### config.mk
export PLATFORM = sky130hd
export DESIGN_NAME = snn_sample_scheduler
export DESIGN_NICKNAME = d
export VERILOG_FILES = /design/src/rtl/snn_sample_scheduler.sv
export SDC_FILE = /design/constraint.sdc
export NUM_CORES = 1
export LEC_CHECK = 0
export ABC_CLOCK_PERIOD_IN_PS = 7700
export CORE_MARGIN = 5
export CORE_UTILIZATION = 35
export CTS_CLUSTER_SIZE = 16
export DETAILED_ROUTE_END_ITERATION = 12
export GPL_TIMING_DRIVEN = 0
export PLACE_DENSITY = 0.54
export SYNTH_ARGS = -nofsm -noshare
export SYNTH_HDL_FRONTEND = slang
export SYNTH_SLANG_ARGS = --single-unit
### constraint.sdc
create_clock -name clk -period 7.7 [get_ports clk]
set_clock_uncertainty 0.15 [all_clocks]
set_input_delay 1.155 -clock clk [delete_from_list [all_inputs] [get_ports clk]]
set_output_delay 1.155 -clock clk [all_outputs]
set_load 0.02 [all_outputs]
### src/rtl/snn_sample_scheduler.sv
// Sample scheduler for a spiking network: presents a latched spike pattern for
// NUM_STEPS cycles, counts output spikes per neuron, then scans for the winner.
// Optional macro SNN_SCHED_COUNT_OUT_EN adds the res_count output (winner's spike count).
module snn_sample_scheduler #(
  parameter int NUM_INPUTS  = 4,
  parameter int NUM_OUTPUTS = 10,
  parameter int NUM_STEPS   = 16,
  parameter int COUNT_WIDTH = 8
) (
  input  logic                           clk,
  input  logic                           rst,
  input  logic                           in_valid,
  output logic                           in_ready,
  input  logic [NUM_INPUTS-1:0]          in_pattern,
  output logic                           net_rst,
  output logic [NUM_INPUTS-1:0]          net_spike_in,
  input  logic [NUM_OUTPUTS-1:0]         net_spike_out,
  output logic                           res_valid,
  input  logic                           res_ready,
  output logic [$clog2(NUM_OUTPUTS)-1:0] res_class,
  output logic                           res_none,
`ifdef SNN_SCHED_COUNT_OUT_EN
  output logic                           busy,
  output logic [COUNT_WIDTH-1:0]         res_count
`else
  output logic                           busy
`endif
);

  localparam int IDX_W  = $clog2(NUM_OUTPUTS);
  localparam int STEP_W = $clog2(NUM_STEPS + 1);

  typedef enum logic [2:0] {
    S_IDLE,
    S_CLEAR,
    S_RUN,
    S_DRAIN,
    S_SCAN,
    S_DONE
  } state_t;

  state_t                  r_state;
  state_t                  w_next;
  logic [NUM_INPUTS-1:0]   r_pattern;
  logic [STEP_W-1:0]       r_step;
  logic [IDX_W-1:0]        r_idx;
  logic [COUNT_WIDTH-1:0]  r_count [NUM_OUTPUTS];
  logic [IDX_W-1:0]        r_best_idx;
  logic [COUNT_WIDTH-1:0]  r_best_cnt;
  logic [COUNT_WIDTH-1:0]  w_scan_cnt;
  logic                    w_done;
  logic                    w_count_en;

  // Counters stick at all-ones instead of wrapping.
  function automatic logic [COUNT_WIDTH-1:0] sat_inc(input logic [COUNT_WIDTH-1:0] v);
    return (&v) ? v : v + 1'b1;
  endfunction

  always_ff @(posedge clk or posedge rst) begin
    if (rst) r_state <= S_IDLE;
    else     r_state <= w_next;
  end

  always_comb begin
    w_next = r_state;
    case (r_state)
      S_IDLE:  if (in_valid) w_next = S_CLEAR;
      S_CLEAR: w_next = S_RUN;
      S_RUN:   if (r_step == STEP_W'(NUM_STEPS - 1)) w_next = S_DRAIN;
      S_DRAIN: w_next = S_SCAN;
      S_SCAN:  if (r_idx == IDX_W'(NUM_OUTPUTS - 1)) w_next = S_DONE;
      S_DONE:  if (res_ready) w_next = S_IDLE;
      default: w_next = S_IDLE;
    endcase
  end

  assign w_scan_cnt = r_count[r_idx];
  // DRAIN still counts: the network's last response arrives one cycle after the final input step.
  assign w_count_en = (r_state == S_RUN) || (r_state == S_DRAIN);

  always_ff @(posedge clk or posedge rst) begin
    if (rst) begin
      r_pattern  <= '0;
      r_step     <= '0;
      r_idx      <= '0;
      r_best_idx <= '0;
      r_best_cnt <= '0;
      for (int k = 0; k < NUM_OUTPUTS; k++) r_count[k] <= '0;
    end else begin
      if (r_state == S_IDLE && in_valid) r_pattern <= in_pattern;
      if (r_state == S_CLEAR) begin
        r_step <= '0;
        for (int k = 0; k < NUM_OUTPUTS; k++) r_count[k] <= '0;
      end
      if (r_state == S_RUN) r_step <= r_step + 1'b1;
      if (w_count_en) begin
        for (int k = 0; k < NUM_OUTPUTS; k++)
          if (net_spike_out[k]) r_count[k] <= sat_inc(r_count[k]);
      end
      if (r_state == S_DRAIN) begin
        r_idx      <= '0;
        r_best_idx <= '0;
        r_best_cnt <= '0;
      end
      // Strictly-greater replacement keeps the lowest index on ties.
      if (r_state == S_SCAN) begin
        r_idx <= r_idx + 1'b1;
        if (w_scan_cnt > r_best_cnt) begin
          r_best_cnt <= w_scan_cnt;
          r_best_idx <= r_idx;
        end
      end
    end
  end

  assign w_done       = (r_state == S_DONE);
  assign in_ready     = (r_state == S_IDLE);
  assign busy         = (r_state != S_IDLE);
  assign net_rst      = (r_state == S_CLEAR);
  assign net_spike_in = (r_state == S_RUN) ? r_pattern : '0;
  assign res_valid    = w_done;
  assign res_class    = w_done ? r_best_idx : '0;
  assign res_none     = w_done && (r_best_cnt == '0);
`ifdef SNN_SCHED_COUNT_OUT_EN
  assign res_count    = w_done ? r_best_cnt : '0;
`endif

endmodule

[After elaboration in Yosys (flattened, before gate mapping)]
Cells that the tools add are included.
Operators by class
  reduce and logical (&&, ||, !) cells: 19
  multiplexer cells: 42
  order comparisons: 2
  equality and inequality tests: 21
  bitwise gates (word level): 1
  $add $sub $neg: 12
Operators by type and width (number)
  $mux 8: 25
  $mux 80: 2
  $add 8x1->8 const B: 10
  $reduce_and 8->1: 10
  $bmux 8 s4: 1
  $ne 3x3->1 const B: 10
  $mux 4: 7
  $pmux 3 s6: 1
  $mux 3: 4
  $mux 5: 2
  $gt 8x8->1: 1
  $logic_not 8->1: 1
  $ne 2x2->1 const B: 4
  $eq 3x2->1 const B: 2
  $eq 3x3->1 const B: 2
  $add 5x1->5 const B: 1
  $eq 5x4->1 const B: 1
  $ge 5x5->1 const B: 1
  $not 4->5: 1
  $add 4x1->4 const B: 1
  $eq 4x4->1 const B: 1
  $reduce_and 4->1: 1
  $reduce_bool 2->1: 2
  $eq 3x1->1 const B: 1
  4 further kinds: 5
Storage, ports and cells
  output and inout bits: 13
  input bits: 18
  flip-flop bits (word level): 108
  logic and storage cells: 113

[Depth between registers and ports, before layout]
Gate-level depths: netlist of the first run.
  word-level depth: 7
  gate-level depth with buffers: 12

[Worst setup path after synthesis of the first run]
OpenSTA, ideal clock, no wires.
  path kind: reg-to-reg
  start: reg r_idx[0]
  end: reg r_best_cnt[2]
  arrival time: 2.600 ns
  setup slack: 4.826 ns
  data required time: 7.425 ns
  cell stages (with the launch flop): 11
  path buffers: 2
  period minus slack after synthesis: 2.874 ns
  setup time: 0.125 ns
  cells stage by stage: dfrtp_1 > buf_6 > mux4_2 > a2bb2oi_1 > o2bb2ai_1 > ha_1 > a21oi_1 > o2111ai_1 > o211ai_2 > buf_6 > mux2_2
Between the ends
  word-level cells in the longest chain between the ends: 7
RTL lines
  start: declaration: RTL line 46  | logic [IDX_W-1:0] r_idx;
  start signal: assignment: RTL line 107  | r_idx <= r_idx + 1'b1;
  $not 4->5 (implied by the code) (*): RTL line 77  | assign w_scan_cnt = r_count[r_idx];
  $bmux 8 s4 (*): RTL line 77
  $mux 8 (implied by the code) (*) (2 in series): RTL line 77
  $gt 8x8->1: RTL line 108  | if (w_scan_cnt > r_best_cnt) begin
  $mux 8 (*): RTL line 108
  $mux 8 (*): RTL line 106  | if (r_state == S_SCAN) begin
  end signal: assignment: RTL line 109  | r_best_cnt <= w_scan_cnt;
  end: declaration: RTL line 49  | logic [COUNT_WIDTH-1:0] r_best_cnt;
Mark *: on every way between the ends. The rest lies on a longest branch, timed or not. The select of a mux whose other input is x is not followed.
A chain may end at the register's enable or synchronous reset.

[Final worst setup path of the first run]
  start: reg r_state[2]
  end: out net_spike_in[3]
Between the ends
  word-level cells in the longest chain between the ends: 2
RTL lines
  start: declaration: RTL line 42  | state_t r_state;
  start signal: assignment: RTL line 61  | else r_state <= w_next;
  $eq 3x2->1: RTL line 120  | assign net_spike_in = (r_state == S_RUN) ? r_pattern : '0;
  $mux 4: RTL line 120
  end: declaration: RTL line 16  | output logic [NUM_INPUTS-1:0] net_spike_in,
No other way between the ends.

==> results.sh, run 1 <==
export IMPL_dr_pass1_iters=5
export IMPL_cts_tree="done"
export IMPL_criticalPathCategory="flop to output pin"
export IMPL_diodes=0
export IMPL_grt_pass1_wl_mm=31.64
export IMPL_vias=5830
export IMPL_synth_top_family_by_area="simple AND/OR/NAND/NOR gates"
export IMPL_syn_avg_cell_area_um2=9.564
export IMPL_crit_slowest_cell="buf_1"
export IMPL_cts_setup_buffers=0
export IMPL_synthAdderAreaFrac_pct=4.065
export IMPL_port_buffer_count=30
export IMPL_grt_antenna_before_repair=0
export IMPL_synth_area_leaders="dfrtp_1, mux2i_1, ha_1"
export IMPL_ys_ff_latch=108
export IMPL_postCtsHoldBufs=0
export IMPL_cts_resized=0
export IMPL_num_io_pins=31
export IMPL_grt_pass1_vias=5653
export IMPL_power_leakage_nw=3.222
export IMPL_grt_overflow=0
export IMPL_hold_path_depth=1
export IMPL_synth_edf_count=0
export IMPL_avgRoutedWirePerCell_um=19.27
export IMPL_yosys_area_share_simple_pct=19.40
export IMPL_area_delta_synth_final_pct=14.01
export IMPL_cts_sinks=108
export IMPL_hold_slack_ps=352.5
export IMPL_fin_crit_ps=4346
export IMPL_numCtsBuffers=9
export IMPL_crit_chain="nand2b_1, buf_2, buf_1, nor2_1, and2_1, clkdlybuf4s50_1"
export IMPL_slew_viol_final=0
export IMPL_num_rows=50
export IMPL_yosysMostFrequentCell="dfrtp_1"
export IMPL_nets=790
export IMPL_maxSlewHeadroom_pct=44.73
export IMPL_synth_cell_type_count=73
export IMPL_dieWidth_um=149.1
export IMPL_die_h_um=149.1
export IMPL_reg2reg_from="r_idx[0]"
export IMPL_drt_initial_drc_count=401
export IMPL_p_per_area_nw_per_um2=311.3
export IMPL_async_flop_share_pct=100.0
export IMPL_peakVddDrop_v=0.0001376
export IMPL_min_to="r_pattern[2]"
export IMPL_min_delay_start="r_pattern[2]"
export IMPL_grt_max_degree=66
export IMPL_start_kind="flop"
export IMPL_core_um2=18890
export IMPL_hold_viol_final=0
export IMPL_drt_vias_per_instance=5.744
export IMPL_clock_latency_ps=370
export IMPL_initial_core_util_pct=35.84
export IMPL_synth_ff_type="dfrtp_1"
export IMPL_path_clk_slew_ps=80
export IMPL_rsz0062_at_grt="no"
export IMPL_critPathRequiredTime_ps=6390
export IMPL_timing_rr_end="r_best_cnt[3]"
export IMPL_ff2ff_path_depth=11
export IMPL_critPathArrivalTime_ps=3040
export IMPL_synth_xor_area_share_pct=1.423
export IMPL_hold_class="flop to flop"
export IMPL_drc_errors=0
export IMPL_tns_ps=0
export IMPL_synth_seq_area_share_pct=39.91
export IMPL_cp_end_kind="output pin"
export IMPL_synth_area_um2=6771
export IMPL_worstMarginPinSlew_ps=829.1
export IMPL_syn_instance_count=708
export IMPL_max_stage_delay_ps=670
export IMPL_post_route_period_util_pct=56.44
export IMPL_cp_max_fo=10
export IMPL_grt_use_total_pct=18.14
export IMPL_dp_hpwl_mm=14.34
export IMPL_synth_compound_area_share_pct=18.53
export IMPL_final_antenna_net_count=0
export IMPL_drive_gt1_share_pct=9.934
export IMPL_clockRootBuffer="clkbuf_16"
export IMPL_timing_fmax_ghz=0.2301
export IMPL_status="finished clean"
export IMPL_setup_viol=0
export IMPL_post_synth_mux_area_share_pct=12.23
export IMPL_synth_nets=748
export IMPL_dieArea_um2=22230
export IMPL_yosys_top_cells_count="dfrtp_1, nand2_1, nand3_1, mux2i_1, o21ai_0"
export IMPL_yosysWarnings=0
export IMPL_synth_top_area_cell="dfrtp_1"
export IMPL_routabilityCongestion=0.8328
export IMPL_cap_violations=0
export IMPL_clockBufferDepth=2
export IMPL_totalWireLength_mm=19.56
export IMPL_htree_levels=3
export IMPL_r2r_slack_ps=4340
export IMPL_synth_top_area_share_pct=39.91
[area by class of cell]
cell class	instances	area (um^2)
inverters	30	115.1
repair buffers	31	327.8
fillers	1906	11170
clock inverters	6	53.80
multi-input cells	536	3769
plain buffers	34	187.7
well taps	260	325.3
flip-flops and latches	108	2703
clock buffers	10	239.0
[per-stage QoR]
step | total power, mW | instance area (um^2) | cells | util (%) | setup slack, ps
6_report | 2.403 | 7720 | 1015 | 40.86 | 3354
5_1_grt | 2.570 | 7720 | 1015 | 40.86 | 3155
4_1_cts | 2.417 | 7720 | 1015 | 40.86 | 3364
3_5_place_dp | 1.935 | 7427 | 999 | 39.31 | 3764
3_3_place_gp | 1.908 | 7397 | 998 | 39.15 | 1694
2_1_floorplan | 1.553 | 6771 | 708 | - | 3549
[metal layers]
| layer | up-vias | global-route usage, % | share of wire, % |
|---|---|---|---|
| met5 | - | 0 | 0 |
| met4 | 0 | 4.394 | 1.3 |
| met3 | 20 | 4.163 | 5.1 |
| met2 | 171 | 28.78 | 47 |
| met1 | 2888 | 25.21 | 46 |
| li1 | 2751 | - | - |
[layout by cell type (no fill, tap or decap), drive strengths merged, types with 6 or more instances in the layout]
master,instances
mux2i,49
nor3,11
ha,22
nor2b,9
dfrtp,108
mux4,8
nand4,13
mux2,14
clkbuf,17
and3,21
inv,33
nor4,6
o211ai,9
o21ai,46
nor2,35
clkdlybuf4s50,30
o2bb2ai,11
o22ai,8
a21oi,40
nand2,57
xor2,8
nand3,51
and2,11
a22o,8
a2bb2oi,13
buf,28
o31ai,7
[cell families (layout without fill, tap and decap cells)]
| logic type | after synthesis | after routing |
|---|---|---|
| XOR/XNOR | 11 | 11 |
| flip-flops | 108 | 108 |
| AO/OA/AOI/OAI | 185 | 185 |
| adder cells (fa/ha/maj) | 22 | 22 |
| multiplexers | 71 | 71 |
| AND/OR/NAND/NOR | 247 | 247 |
| buffers and inverters | 64 | 111 |
[worst max-delay path: cells and delay by family (launching register included)]
family	cells	cell delay, ps
buffers and inverters	3	1490
flip-flops	1	620
AND/OR/NAND/NOR	3	560
[where the power goes]
| group | internal, mW | switching, mW | total (mW) |
|---|---|---|---|
| Combinational | 0.435 | 0.672 | 1.11 |
| Sequential | 0.681 | 0.139 | 0.820 |
| Clock | 0.235 | 0.241 | 0.476 |
[flip-flops by register name, indices dropped and copies added, names as in the netlist]
| register | flops |
|---|---|
| r_best_cnt | 8 |
| r_best_idx | 4 |
| r_count | 80 |
| r_idx | 4 |
| r_pattern | 4 |
| r_state | 3 |
| r_step | 5 |
[worst max-delay path by stage]
stage / from / endpoint / slack (ps) / cells after the start
after floorplan: rst / r_best_cnt[0] / 3550 / 1
final: r_state[2] / net_spike_in[3] / 3350 / 6
after global routing: r_state[2] / net_spike_in[3] / 3150 / 6
after global placement: rst / r_pattern[1] / 1690 / 2
after detailed placement: r_state[2] / net_spike_in[3] / 3760 / 6
after CTS: r_state[2] / net_spike_in[3] / 3360 / 6
Note: power is estimated with default switching activity, not from simulation.
==> run 2, diff against run 1 <==
ABC_CLOCK_PERIOD_IN_PS = 3900   (was 7700)
PLACE_DENSITY = 0.56   (was 0.54)
clock period = 3.9 ns   (was 7.7 ns; I/O delays follow)
==> run 2 against run 1 <==
Compared with the run above: final area up 0.50%; combinational power up 96%; setup slack worse by 3000 ps; largest power group unchanged; largest cell class unchanged; wire length about the same; clock power up 120%.
==> results.sh, run 2 (synthesis results as in run 1) <==
export IMPL_largestRegisters="r_count x80, r_best_cnt x8, r_step x5"
export IMPL_grt_antenna_before_repair=0
export IMPL_initial_core_util_pct=35.84
export IMPL_numCtsBuffers=9
export IMPL_layout_common_cells="dfrtp_1, nand2_1, nand3_1, mux2i_1, o21ai_0"
export IMPL_vias=5848
export IMPL_area_delta_synth_final_pct=14.58
export IMPL_peakVddDrop_v=0.0002183
export IMPL_final_seq_area_um2=2703
export IMPL_num_io_pins=31
export IMPL_num_rows=50
export IMPL_status="finished clean"
export IMPL_worstMarginPinSlew_ps=747.4
export IMPL_nets=789
export IMPL_fin_crit_ps=3523
export IMPL_largest_reg_flops=80
export IMPL_clockRootBuffer="clkbuf_16"
export IMPL_post_route_period_util_pct=90.34
export IMPL_min_delay_start="r_pattern[3]"
export IMPL_drive_gt1_share_pct=9.947
export IMPL_hold_class="flop to flop"
export IMPL_drc_errors=0
export IMPL_die_h_um=149.1
export IMPL_cts_sinks=108
export IMPL_dp_hpwl_mm=14.41
export IMPL_diodes=0
export IMPL_critPathRequiredTime_ps=3160
export IMPL_clockBufferDepth=2
export IMPL_routabilityCongestion=0.8810
export IMPL_core_um2=18890
export IMPL_placed_cells=999
export IMPL_cap_violations=0
export IMPL_htree_levels=3
export IMPL_p_per_area_nw_per_um2=625.5
export IMPL_final_common_cell="dfrtp_1"
export IMPL_rsz0062_at_grt="no"
export IMPL_startpoint="r_state[1]"
export IMPL_grt_max_degree=56
export IMPL_grt_pass1_wl_mm=31.62
export IMPL_start_kind="flop"
export IMPL_grt_use_total_pct=17.97
export IMPL_setup_viol=0
export IMPL_largest_register="r_count"
export IMPL_multi_input_area_um2=3769
export IMPL_port_buffer_count=30
export IMPL_cp_max_fo=10
export IMPL_power_leakage_nw=3.245
export IMPL_maxSlewHeadroom_pct=50.18
export IMPL_dpl_cell_area_um2=7427
export IMPL_slew_viol_final=0
export IMPL_reg2reg_from="r_idx[0]"
export IMPL_clock_latency_ps=360
export IMPL_critPathArrivalTime_ps=2790
export IMPL_design_area_um2=7759
export IMPL_timing_fmax_ghz=0.2838
export IMPL_fill_cells=1890
export IMPL_grt_pass1_vias=5793
export IMPL_drt_initial_drc_count=497
export IMPL_stdcell_count=1014
export IMPL_grt_overflow=0
export IMPL_dieWidth_um=149.1
export IMPL_criticalPathCategory="flop to output pin"
export IMPL_dieArea_um2=22230
export IMPL_drt_vias_per_instance=5.767
export IMPL_path_clk_slew_ps=70
export IMPL_hold_viol_final=0
export IMPL_cts_resized=0
export IMPL_dr_pass1_iters=5
export IMPL_final_antenna_net_count=0
export IMPL_avgRoutedWirePerCell_um=19.29
export IMPL_cts_tree="done"
export IMPL_cp_end_kind="output pin"
export IMPL_totalWireLength_mm=19.56
-- run 2: per-layer routing --
layer / wire [um] / up-vias / global-route usage (%)
met5: 0 / - / 0
met4: 248 / 0 / 4.348
met3: 1006 / 17 / 3.950
met2: 9598 / 174 / 29.85
met1: 8705 / 2906 / 23.94
li1: - / 2751 / -
-- run 2: worst max-delay path, stage by stage, from the launching register on --
cell and delay, ps:
dfrtp_1 470, buf_6 200, or3b_1 360, inv_1 70
buf_2 300, buf_2 360, clkdlybuf4s50_1 670
-- run 2: layout make-up --
cell class                 instances  area share, %
multi-input combinational        536          48.57
buffer                            33          2.371
clock inverter                     5          1.064
tap                              260          4.193
sequential                       108          34.83
clock buffer                      11          3.258
inverter                          30          1.484
timing repair buffer              31          4.225
-- run 2: final timing paths --
check / end / cells after the start / slack, ps
min: r_pattern[3] / 1 / 350
max in group asynchronous: r_step[4] / 3 / 2300
min in group asynchronous: r_count[43] / 2 / 560
max: net_rst / 6 / 380
max reg2reg: r_best_cnt[5] / 11 / 540
min reg2reg: r_pattern[3] / 1 / 350
-- run 2: metrics by stage --
step | hold slack [ps] | util (%) | total power [mW] | TNS, ps | setup WS, ps
after floorplan | 320.7 | - | 3.067 | 0 | 319.4
after global placement | 337.8 | 39.15 | 3.753 | -164020 | -1527
after detailed placement | 342.8 | 39.31 | 3.822 | 0 | 563.8
after CTS | 359.4 | 41.09 | 4.883 | 0 | 166.4
after global routing | 376.9 | 41.07 | 5.171 | 0 | 304.3
final | 353.3 | 41.07 | 4.853 | 0 | 376.7
-- run 2: what timing repair did --
action,CTS,global route
buffers inserted,0,0
setup endpoints to repair,0,3
hold buffers,0,0
-- run 2: power by group --
| group | total, mW | internal, mW | switching, mW |
|---|---|---|---|
| Sequential | 1.62 | 1.34 | 0.278 |
| Clock | 1.05 | 0.601 | 0.447 |
| Combinational | 2.18 | 0.858 | 1.32 |
| Total | 4.85 | 2.80 | 2.05 |
